[src/rtl/multi_note_timer_pkg.sv]
// Shared types and defaults for the multi-channel note timer.
// Optional auto-repeat is built when NOTE_TIMER_LOOP_EN is defined.
package note_timer_pkg;

    localparam int NT_NUM_CH = 4;
    localparam int NT_LEN_W  = 6;

    // Storage width of the per-channel count field; LEN_W must not exceed it.
    localparam int NT_MAX_LEN_W = 16;

    typedef struct packed {
        logic [NT_MAX_LEN_W-1:0] count;
        logic                    run;
        logic                    zprev;
    } nt_ch_state_t;

    localparam nt_ch_state_t NT_CH_RST = '{count: '0, run: 1'b0, zprev: 1'b1};

    function automatic int nt_pre_w(input int prescale);
        return (prescale > 1) ? $clog2(prescale) : 1;
    endfunction

endpackage

[src/rtl/multi_note_timer_if.sv]
// Sequencer <-> note timer bundle; the loop strobe exists only with NOTE_TIMER_LOOP_EN.
interface multi_note_timer_if
    import note_timer_pkg::*;
#(
    parameter int NUM_CH = NT_NUM_CH,
    parameter int LEN_W  = NT_LEN_W
);
    logic [NUM_CH-1:0]       load;
    logic [NUM_CH*LEN_W-1:0] load_len;
    logic [NUM_CH-1:0]       play;
    logic [NUM_CH-1:0]       pause;
`ifdef NOTE_TIMER_LOOP_EN
    logic [NUM_CH-1:0]       loop;
`endif
    logic [NUM_CH-1:0]       note_done;
    logic [NUM_CH*LEN_W-1:0] remaining;
    logic [NUM_CH-1:0]       active;

`ifdef NOTE_TIMER_LOOP_EN
    modport master (output load, load_len, play, pause, loop,
                    input  note_done, remaining, active);
    modport slave  (input  load, load_len, play, pause, loop,
                    output note_done, remaining, active);
`else
    modport master (output load, load_len, play, pause,
                    input  note_done, remaining, active);
    modport slave  (input  load, load_len, play, pause,
                    output note_done, remaining, active);
`endif

endinterface

[src/rtl/multi_note_timer_ch.sv]
// One note-timer channel: run flag, down-counter, end-of-note detect.
// With NOTE_TIMER_LOOP_EN the last loaded length is kept for auto-repeat.
module note_timer_ch
    import note_timer_pkg::*;
#(
    parameter int LEN_W = NT_LEN_W
) (
    input  logic             clk,
    input  logic             reset,
    input  logic             step,
    input  logic             load,
    input  logic [LEN_W-1:0] load_len,
    input  logic             play,
    input  logic             pause,
`ifdef NOTE_TIMER_LOOP_EN
    input  logic             loop,
`endif
    output logic             note_done,
    output logic [LEN_W-1:0] remaining,
    output logic             active
);

    nt_ch_state_t st, st_n;
    logic         zero;

    assign zero = (st.count == '0);

`ifdef NOTE_TIMER_LOOP_EN
    logic [LEN_W-1:0] len_q;

    always_ff @(posedge clk or posedge reset) begin
        if (reset)     len_q <= '0;
        else if (load) len_q <= load_len;
    end
`endif

    always_ff @(posedge clk or posedge reset) begin
        if (reset) st <= NT_CH_RST;
        else       st <= st_n;
    end

    always_comb begin
        st_n = st;
        // play wins over pause when both arrive together
        if (play)       st_n.run = 1'b1;
        else if (pause) st_n.run = 1'b0;

        if (load)
            st_n.count = NT_MAX_LEN_W'(load_len);
        else if (st.run && step && !zero)
            st_n.count = st.count - NT_MAX_LEN_W'(1);
`ifdef NOTE_TIMER_LOOP_EN
        else if (st.run && step && loop)
            st_n.count = NT_MAX_LEN_W'(len_q);
`endif

        // a load masks this cycle's zero so a loaded 0 still pulses next cycle
        st_n.zprev = zero & ~load;
    end

    assign note_done = zero & ~st.zprev & ~load;
    assign active    = st.run & ~zero;
    assign remaining = st.count[LEN_W-1:0];

endmodule

[src/rtl/multi_note_timer.sv]
// NUM_CH independent note timers stepped by one shared prescaler.
// Build with NOTE_TIMER_LOOP_EN to add per-channel auto-repeat.
module multi_note_timer
    import note_timer_pkg::*;
#(
    parameter int NUM_CH   = NT_NUM_CH,
    parameter int LEN_W    = NT_LEN_W,
    parameter int PRESCALE = 1
) (
    input logic                clk,
    input logic                reset,
    multi_note_timer_if.slave  bus
);

    localparam int PW = nt_pre_w(PRESCALE);

    logic [PW-1:0] pre_cnt;
    logic          step;

    // with PRESCALE=1 the counter sits at 0 and step stays high
    assign step = (pre_cnt == PW'(PRESCALE - 1));

    always_ff @(posedge clk or posedge reset) begin
        if (reset)     pre_cnt <= '0;
        else if (step) pre_cnt <= '0;
        else           pre_cnt <= pre_cnt + PW'(1);
    end

    logic [NUM_CH-1:0][LEN_W-1:0] rem;
    logic [NUM_CH-1:0]            done;
    logic [NUM_CH-1:0]            act;

    for (genvar i = 0; i < NUM_CH; i++) begin : g_ch
        note_timer_ch #(.LEN_W(LEN_W)) u_ch (
            .clk       (clk),
            .reset     (reset),
            .step      (step),
            .load      (bus.load[i]),
            .load_len  (bus.load_len[i*LEN_W +: LEN_W]),
            .play      (bus.play[i]),
            .pause     (bus.pause[i]),
`ifdef NOTE_TIMER_LOOP_EN
            .loop      (bus.loop[i]),
`endif
            .note_done (done[i]),
            .remaining (rem[i]),
            .active    (act[i])
        );
    end

    assign bus.note_done = done;
    assign bus.remaining = rem;
    assign bus.active    = act;

endmodule
[src/flat_wrapper.sv]
// flat-port wrapper written by rule: the top's interface ports become plain ports
module multi_note_timer_flat import note_timer_pkg::*;
#(
    parameter int NUM_CH   = NT_NUM_CH,
    parameter int LEN_W    = NT_LEN_W,
    parameter int PRESCALE = 1
)
  (clk, reset, bus_load, bus_load_len, bus_play, bus_pause, bus_note_done, bus_remaining, bus_active);
  multi_note_timer_if #(.NUM_CH(NUM_CH), .LEN_W(LEN_W)) bus_i ();
  input logic clk;
  input logic reset;
  input wire logic [$bits(bus_i.load)-1:0] bus_load;
  input wire logic [$bits(bus_i.load_len)-1:0] bus_load_len;
  input wire logic [$bits(bus_i.play)-1:0] bus_play;
  input wire logic [$bits(bus_i.pause)-1:0] bus_pause;
  output wire logic [$bits(bus_i.note_done)-1:0] bus_note_done;
  output wire logic [$bits(bus_i.remaining)-1:0] bus_remaining;
  output wire logic [$bits(bus_i.active)-1:0] bus_active;
  assign bus_i.load = bus_load;
  assign bus_i.load_len = bus_load_len;
  assign bus_i.play = bus_play;
  assign bus_i.pause = bus_pause;
  assign bus_note_done = bus_i.note_done;
  assign bus_remaining = bus_i.remaining;
  assign bus_active = bus_i.active;
  multi_note_timer #(.NUM_CH(NUM_CH), .LEN_W(LEN_W), .PRESCALE(PRESCALE)) u_core (.clk(clk), .reset(reset), .bus(bus_i));
endmodule
[config.mk]
export PLATFORM = sky130hd
export DESIGN_NAME = multi_note_timer_flat
export DESIGN_NICKNAME = d
export VERILOG_FILES = /design/src/rtl/multi_note_timer_pkg.sv /design/src/rtl/multi_note_timer_if.sv /design/src/rtl/multi_note_timer_ch.sv /design/src/rtl/multi_note_timer.sv /design/src/flat_wrapper.sv
export SDC_FILE = /design/constraint.sdc
export NUM_CORES = 1
export LEC_CHECK = 0
export CORE_ASPECT_RATIO = 2
export CORE_MARGIN = 2
export CORE_UTILIZATION = 35
export DETAILED_ROUTE_END_ITERATION = 10
export PLACE_DENSITY = 0.53
export REMOVE_ABC_BUFFERS = 1
export SLEW_MARGIN = 25
export SYNTH_ARGS = -nofsm -noshare
export SYNTH_HDL_FRONTEND = slang
export SYNTH_SLANG_ARGS = --single-unit
[constraint.sdc]
create_clock -name clk -period 6.12 [get_ports clk]
set_clock_uncertainty 0.1 [all_clocks]
set_input_delay 0.918 -clock clk [delete_from_list [all_inputs] [get_ports clk]]
set_output_delay 0.918 -clock clk [all_outputs]
set_load 0.03 [all_outputs]
[Yosys cells after proc, flatten, opt, wreduce, memory -nomap -nowiden]
Cells that the tools add are included.
Storage, ports and cells
  flip-flop bits (word level): 73
  input bits: 38
  output and inout port bits: 32
  logic and storage cells: 88
Cells by class
  add/sub/neg operators: 5
  multiplexer cells: 17
  bitwise logic cells: 29
  reduce and logical (&&, ||, !) cells: 24
Operators with widths (count)
  $mux W16: 8
  $logic_not A16 Y1: 4
  $sub A16 B1 Y16 const B: 4
  $and A1 B1 Y1: 16
  $reduce_bool A2 Y1: 8
  $not A1 Y1: 13
  $mux W1: 9
  $logic_and A1 B1 Y1: 8
  $logic_not A1 Y1: 4
  $add A1 B1 Y1 const B: 1

[Logic depth before layout (Yosys ltp)]
  depth after elaboration: 5
  mapped depth: 8
  gate-level depth less buffers: 6

[Modules after synthesis]
A second synthesis with hierarchy kept.
Second synthesis, totals
  cell total of the unflattened synthesis: 486
  area total of the unflattened synthesis: 4583.1 µm²
By module, submodules not included
  note_timer_ch (u_core.g_ch[0].u_ch ...): instances 3, cells an instance 123, area each 1154.9 µm², sequential area each 451.7 µm²
  note_timer_ch (u_core.g_ch[3].u_ch): instances 1, cells an instance 116, area each 1114.8 µm², sequential area each 451.7 µm²
  multi_note_timer: instances 1, cells an instance 1, area each 3.8 µm², sequential area each 0.0 µm²

[Worst setup path before layout]
Ideal clock, no wire load.
  path kind: register -> output
  start: register u_core.g_ch[0].u_ch.st, in the netlist u_core.g_ch[0].u_ch.remaining[0]
  end: output port bus_active[0]
  data arrival time: 2.175 ns
  required time: 5.102 ns
  setup slack: 2.927 ns
  stages on the path, launching flop included: 9
  buffers on the path: 2
  path through: dfrtp_1 inv_1 ha_1 or3b_2 or3_1 buf_2 or2_2 and2_1 buf_4
Between the ends
  word-level cells in the longest chain between the ends: 3
Ends and longest elaborated chain
  start: declaration: RTL line multi_note_timer_ch.sv:23  | nt_ch_state_t st, st_n;
  start signal: assignment: RTL line multi_note_timer_ch.sv:39  | else st <= st_n;
  $logic_not A16 Y1: RTL line multi_note_timer_ch.sv:26  | assign zero = (st.count == '0);
  $not A1 Y1: RTL line multi_note_timer_ch.sv:62  | assign active = st.run & ~zero;
  $and A1 B1 Y1: RTL line multi_note_timer_ch.sv:62
  end: declaration: RTL line flat_wrapper.sv:18  | output wire logic [$bits(bus_i.active)-1:0] bus_active;
No other way between the ends.

[Worst setup path in the final report]
  start: register u_core.g_ch[0].u_ch.st, in the netlist u_core.g_ch[0].u_ch.remaining[0]
  end: output port bus_note_done[0]
Between the ends
  word-level cells in the longest chain between the ends: 3
Ends and longest elaborated chain
  $logic_not A16 Y1: RTL line multi_note_timer_ch.sv:26
  $and A1 B1 Y1 (2 in a row): RTL line multi_note_timer_ch.sv:61  | assign note_done = zero & ~st.zprev & ~load;
  end: declaration: RTL line flat_wrapper.sv:16  | output wire logic [$bits(bus_i.note_done)-1:0] bus_note_done;
No other way between the ends.

==> impl_metrics.tcl <==
set metrics [dict create \
    clock-root-buffer "clkbuf_16" \
    die-area_sq_um 13570 \
    first_pass_iters 4 \
    post-route-period-util 0.6908 \
    power_density_nw_per_um2 258.5 \
    drc 0 \
    critical_path_arrival_ns 3.21 \
    clk_pin_slew_ns 0.06 \
    ys_async_sr_fraction 1.000 \
    final_cell_mix "clkdlybuf4s50_1 (69), dfrtp_1 (68), a21oi_1 (45), nor2_1 (34), or4_1 (21)" \
    drv_slew 0 \
    met2_usage 0.2430 \
    swShare 0.2888 \
    cts.repair.resized 0 \
    n_fill_cell 1230 \
    num_rows 58 \
    cts_htree_levels 3 \
    worstSetupPathType "reg2out" \
    power.switching_w 0.0003970 \
    power_frac_seq 0.393 \
    die_h_microns 162.8 \
    clockBufferDepth 2 \
    total_power_w 0.001375 \
    antenna_cells 0 \
    drtIter0Drc 155 \
    routed_wl_microns 9893 \
    cp.required_ns 5.10 \
    grt_busiest_layer "met2" \
    hpwl_microns 6739 \
    slew_headroom 0.4586 \
    core_sq_um 12410 \
    vias 3703 \
    status "finished, final reports clean" \
    synth_area_per_cell_sq_um 9.056 \
    met1_usage 0.1947 \
    setup_violations 0 \
    drtAntennaViolNets 0 \
    initial_core_util 0.3554 \
    fin_crit_ns 4.228 \
    internal-power_w 0.0009776 \
    maxCapViolations 0 \
    hold_violations 0 \
    worstSetupEndpointType "output pin" \
    ios 70 \
    ys_types 54 \
    hold_buffers 0 \
    clkLatencyLatePin_ns 0.33 \
    track_usage 0.1517 \
    syn_inst 487 \
    globalRouteMet3Util 0.04511 \
    ir_drop_mv 0.1322 \
    synth_edf_count 0 \
    post_cts_buffers 0 \
    drive_above_1_share 0.1071 \
    timing.fmax_mhz 236.5 \
    power.leakage_nw 2.131 \
    syn_to_final_growth_pct 20.60 \
    cts_buffers 9 \
    yosysSeqAreaShare 0.4096 \
    antenna_found_initial 0 \
    min_path_type "reg2reg" \
    globalRoute.totalOverflow 0 \
    start_kind "flip-flop" \
    grt_pass1_vias 3547 \
    yosys_warnings 0 \
    vias_per_cell 5.502 \
    place_congestion 0.7466 \
    grt_max_degree 64 \
    clock_power_share 0.414 \
    rsz0062_at_grt "no" \
    clock-sinks 72 \
    final_common_cell "clkdlybuf4s50_1" \
    tns_ns 0 \
    synth-seq-cells 72 \
    tightest_slew_ns 0.8047 \
    p_comb_frac 0.194 \
    wl_per_cell_microns 14.70 \
    synth_top_flop_cell "dfrtp_1" \
    cts_tree "built" \
    path_max_fanout 9 \
    syn_area_sq_um 4410 \
    grt_pass1_wl_microns 17140 \
    layout.nets 560 \
    die_w_microns 83.38 \
    io_buffer_count 69 \
]
## registers in the layout (all words and copies together) (netlist names)
register and flops:
u_core.g_ch.u_ch.remaining 24, u_core.g_ch.u_ch.st 48
## layout make-up
class	instances	area (sq um)	area share
sequential	72	1807	0.3397
multi-input combinational	343	2210	0.4154
timing repair buffer	73	720.7	0.1355
tap	150	187.7	0.03529
clock inverter	6	93.84	0.01764
clock buffer	10	229.0	0.04305
inverter	19	71.32	0.01341
## cell families (layout without fill, tap and decap cells)
logic type,count (synthesis),after routing,share of synthesized area
flip-flops,72,72,0.4096
multiplexers,11,11,0.02780
XOR/XNOR,4,4,0.007945
buffers and inverters,72,108,0.08936
AND/OR/NAND/NOR,201,201,0.2729
adder cells (fa/ha/maj),4,4,0.01135
AO/OA/AOI/OAI,123,123,0.1810
## cells in the mapped netlist (4+ instances only)
| library cell | n | area [sq um] |
|---|---|---|
| dfrtp_1 | 68 | 1702 |
| a21oi_1 | 45 | 225.2 |
| nor2_1 | 34 | 127.6 |
| buf_4 | 32 | 240.2 |
| or4_1 | 21 | 157.7 |
| nor4_1 | 20 | 125.1 |
| o21ai_0 | 20 | 100.1 |
| inv_1 | 19 | 71.32 |
| nand2_1 | 19 | 71.32 |
| clkbuf_1 | 16 | 60.06 |
| nor2b_1 | 16 | 100.1 |
| or3_1 | 16 | 100.1 |
| nor3_1 | 14 | 70.07 |
| o31ai_1 | 13 | 97.59 |
| or2_2 | 11 | 68.82 |
| mux2_2 | 10 | 112.6 |
| nand3_1 | 7 | 35.03 |
| and2_1 | 6 | 37.54 |
| a2bb2oi_1 | 5 | 43.79 |
| nand2b_1 | 5 | 31.28 |
| o311ai_0 | 5 | 43.79 |
| o41ai_1 | 5 | 43.79 |
| a2111oi_0 | 4 | 35.03 |
| dfstp_2 | 4 | 105.1 |
| ha_1 | 4 | 50.05 |
| nand4_1 | 4 | 25.02 |
| nor3b_1 | 4 | 30.03 |
| o211ai_1 | 4 | 30.03 |
| o31a_1 | 4 | 35.03 |
| or3b_2 | 4 | 35.03 |
| or4b_2 | 4 | 40.04 |
## power groups by stage
stage,registers [W],logic [W],clock network (W)
3_5_place_dp,0.000548,0.000267,0
5_1_grt,0.000545,0.000293,0.000606
3_3_place_gp,0.000547,0.000268,0
2_1_floorplan,0.000578,0.000118,0
6_report,0.000540,0.000266,0.000569
4_1_cts,0.000539,0.000269,0.000589
## per-stage QoR
step,setup slack [ns],hold WS [ns],instance area (sq um),std cells,utilization
after global placement,2.282,0.3929,4996,657,0.4026
after CTS,1.875,0.3963,5319,673,0.4286
final,1.893,0.3961,5319,673,0.4286
after floorplan,2.431,0.3597,4088,434,-
after detailed placement,2.249,0.3910,4996,657,0.4026
after global routing,1.720,0.4296,5319,673,0.4286
## metal layers
metal  vias up  routed length (microns)
met2        75                     4686
met4         0                      130
li1       1853                        -
met5         -                        0
met1      1766                     4514
met3         9                      561
## worst paths after layout
kind | end | depth (start not counted) | slack (ns) | startpoint
min in group asynchronous | u_core.g_ch[3].u_ch.remaining[4] | 2 | 0.72 | reset
min reg2reg | u_core.g_ch[1].u_ch.st[11] | 1 | 0.40 | u_core.g_ch[1].u_ch.st[11]
max | bus_note_done[0] | 7 | 1.89 | u_core.g_ch[0].u_ch.remaining[0]
max in group asynchronous | u_core.g_ch[0].u_ch.remaining[1] | 3 | 4.13 | reset
min | u_core.g_ch[1].u_ch.st[11] | 1 | 0.40 | u_core.g_ch[1].u_ch.st[11]
max reg2reg | u_core.g_ch[0].u_ch.st[15] | 4 | 3.66 | u_core.g_ch[0].u_ch.st[1]
## critical path, cell delays in order (launching register included)
cell,delay (ns)
dfrtp_1,0.40
inv_1,0.10
ha_1,0.26
or3b_2,0.45
or3_1,0.45
or2_2,0.38
nor3_1,0.14
clkdlybuf4s50_1,0.69
No activity file was read; power rests on OpenSTA's default activity.
==> RTL edit (same flow settings) <==
`NT_NUM_CH`: 4 -> 8.
--- a/src/rtl/multi_note_timer_pkg.sv
+++ b/src/rtl/multi_note_timer_pkg.sv
@@ -2,7 +2,7 @@
 // Optional auto-repeat is built when NOTE_TIMER_LOOP_EN is defined.
 package note_timer_pkg;
 
-    localparam int NT_NUM_CH = 4;
+    localparam int NT_NUM_CH = 8;
     localparam int NT_LEN_W  = 6;
 
     // Storage width of the per-channel count field; LEN_W must not exceed it.
Ports: changed (7 resized); port bits go from 70 to 138. The function was not compared with the original's and may differ.
==> RTL edit against the unedited design <==
Sequential power grew 110%; register-to-register slack worse by 0.26 ns; combinational power rose by 140%; synthesized area increased by 86%; sequential share of layout area up 2.4 points; non-clock buffer count up 74; wire length up 100%; worst setup slack worse by 0.066 ns; via count increased by 76%; total power rose by 98%; sequential cell count rose by 72; die area rose by 82%; clock power increased by 72%; design area rose by 87%.
==> RTL edit: results (changes against the unedited design) <==
** Global routing
- The maximum number of pins on one net before global-route repair was 56 (-13%).
- The total global routing track utilization was 0.171 (+0.0191).
- The via count of the first global-routing pass came to 6,685 (+88%).
- The initial antenna violation count was 0 (unchanged).
- The wire length of the first global-routing pass is 33,400 microns (+95%).

** Yosys
- The post-synthesis async set-or-reset flop share is 1.00 (unchanged).
- Number of warnings reported in the yosys synthesis log :: 0 (unchanged)
- In the post-synthesis netlist, the biggest area contributors are sky130_fd_sc_hd__dfrtp_1 (42%), sky130_fd_sc_hd__buf_4 (5.9%), sky130_fd_sc_hd__nor2_1 (5.1%), sky130_fd_sc_hd__xnor2_1 (4.9%), sky130_fd_sc_hd__xor2_1 (4.6%).
- Proportion of synthesized chip area in sequential cells :: 0.441 (+0.0311)
- The count of unique library cells instantiated by Yosys is 61 (+13%).
- Synth cell count leaders :: sky130_fd_sc_hd__dfrtp_1 (136), sky130_fd_sc_hd__nor2_1 (112), sky130_fd_sc_hd__buf_4 (64)

** Cells and area
- The layout cell share with drive strength beyond 1 was 0.0729 (-0.0342).
- Register containing the most flip-flops in the final layout :: u_core.g_ch.u_ch.st
- Diode count :: 0 (unchanged)
- Max reg flops :: 96 (+100%)
- The count of filler cells inserted in the layout came to 2,322 (+89%).
- Nets@finish :: 1,043 (+86%)

** Placement
- The placement-stage cell area was 9390 sq um (+88%).
- The final weighted congestion in routability-driven placement came to 0.812 (+8.7%).
- The number of port buffers is 137 (+99%).
- Place WS :: 2.26 ns (+0.0156 ns)
- The sum of net half-perimeters after detailed placement is 14,500 microns (+120%).

** Detailed routing
- Routed len/inst :: 16.0 microns (+8.9%)
- The first-pass iteration count of the detailed router was 4 (unchanged).
- The DRC violation total after the first TritonRoute iteration is 296 (+91%).
- The number of vias per cell was 5.18 (-5.9%).

** Clocking
- TritonCTS buffer count :: 17 (+8)
- The H-tree depth is 4 (+1).
- Root buf cell :: sky130_fd_sc_hd__clkbuf_16
- Count of buffers added by post-CTS timing repair for setup :: 0 (unchanged)
- The deepest clock path buffer count was 2 (unchanged).
- Worst-path clk slew :: 0.06 ns (about the same)
- Post_cts resized :: 0 (unchanged)
- The clock insertion delay at the later pin of the skew report came to 0.44 ns (+0.11 ns).

** Min path
- Number of stages on the worst hold path :: 2 (+1)
- Hold Crit Class :: reg -> reg

** Worst setup path
- Cell with the biggest individual delay on the critical path :: sky130_fd_sc_hd__or4b_1
- The critical path arrival came to 3.28 ns (+0.07 ns).
- Worst reg2reg path depth :: 7 (+3)
- The largest fanout on the critical path came to 9 (unchanged).
- Critical Path Max Stage Delay :: roughly 0.7 ns

** Run status
- The flow ran to the end, and the final reports show no timing, DRC or antenna violations.

** STA
- The worst relative slew slack came to 0.434 (-0.0243).

** Power and ir drop
- The largest voltage drop on the vdd net came to 185 uV (+40%).
- Leakage component of the power :: 0.00405 uW (+90%)
[RTL edit: cell types whose count changed after synthesis, sizes merged, moves of 30 or more]
cell / change
xnor2: +43
xor2: +42
nor2: +78
dfrtp: +68
buf: +31
nand2: +42
o21ai: +30
[RTL edit: final timing paths]
| check | startpoint | endpoint | slack [ns] |
|---|---|---|---|
| max reg2reg | u_core.g_ch[0].u_ch.remaining[0] | u_core.g_ch[0].u_ch.remaining[1] | 3.40 |
| min reg2reg | u_core.g_ch[7].u_ch.st[11] | u_core.g_ch[7].u_ch.st[11] | 0.44 |
| max | u_core.g_ch[0].u_ch.remaining[0] | bus_active[0] | 1.83 |
| max in group asynchronous | reset | u_core.g_ch[4].u_ch.st[17] | 4.01 |
| min in group asynchronous | reset | u_core.g_ch[1].u_ch.remaining[0] | 0.79 |
| min | u_core.g_ch[7].u_ch.st[11] | u_core.g_ch[7].u_ch.st[11] | 0.44 |
[RTL edit: kinds of logic after synthesis]
| family | share of synthesized area |
|---|---|
| simple gates | 0.228 |
| compound gates | 0.112 |
| flops | 0.441 |
| buf+inv | 0.0896 |
| xor+xnor | 0.0951 |
| mux | 0.0226 |
| fa+ha+maj | 0.0122 |
[RTL edit: metrics by stage]
| stage | utilization | std cells |
|---|---|---|
| detailed placement | 0.406 | 1225 |
| finish | 0.429 | 1257 |
| CTS | 0.429 | 1257 |
| floorplan | - | 795 |
| global placement | 0.406 | 1225 |
| global route | 0.429 | 1257 |
[RTL edit: per-layer routing]
layer  track usage  routed length [microns]  up-vias
li1              -                        -     3215
met1         0.172                     7560     3145
met2         0.332                    11400      114
met3        0.0373                      702       31
met4        0.0732                      452        0
met5             0                        0        -
[RTL edit: area by class of cell]
| cell class | instances | area, sq um | share of cell area |
|---|---|---|---|
| inverter | 33 | 129 | 0.0130 |
| sequential | 144 | 3610 | 0.364 |
| tap | 283 | 354 | 0.0357 |
| clock buffer | 25 | 475 | 0.0479 |
| multi-input combinational | 618 | 3850 | 0.388 |
| timing repair buffer | 147 | 1450 | 0.146 |
| clock inverter | 7 | 63.8 | 0.00642 |
[RTL edit: worst max-delay path: cells and delay by family, from the launching register on]
kind / cells / cell delay, ns
AND/OR/NAND/NOR: 2 / 1.24
buffers and inverters: 3 / 0.76
flip-flops: 1 / 0.38
AO/OA/AOI/OAI: 1 / 0.26
adder cells (fa/ha/maj): 1 / 0.19
[RTL edit: where the power goes]
part	leakage (uW)	internal, uW	total, uW	switching (uW)
registers	0.00185	1020	1110	88.5
clock network	0.000269	577	981	404
logic	0.00193	278	632	354
total	0.00405	1880	2720	846
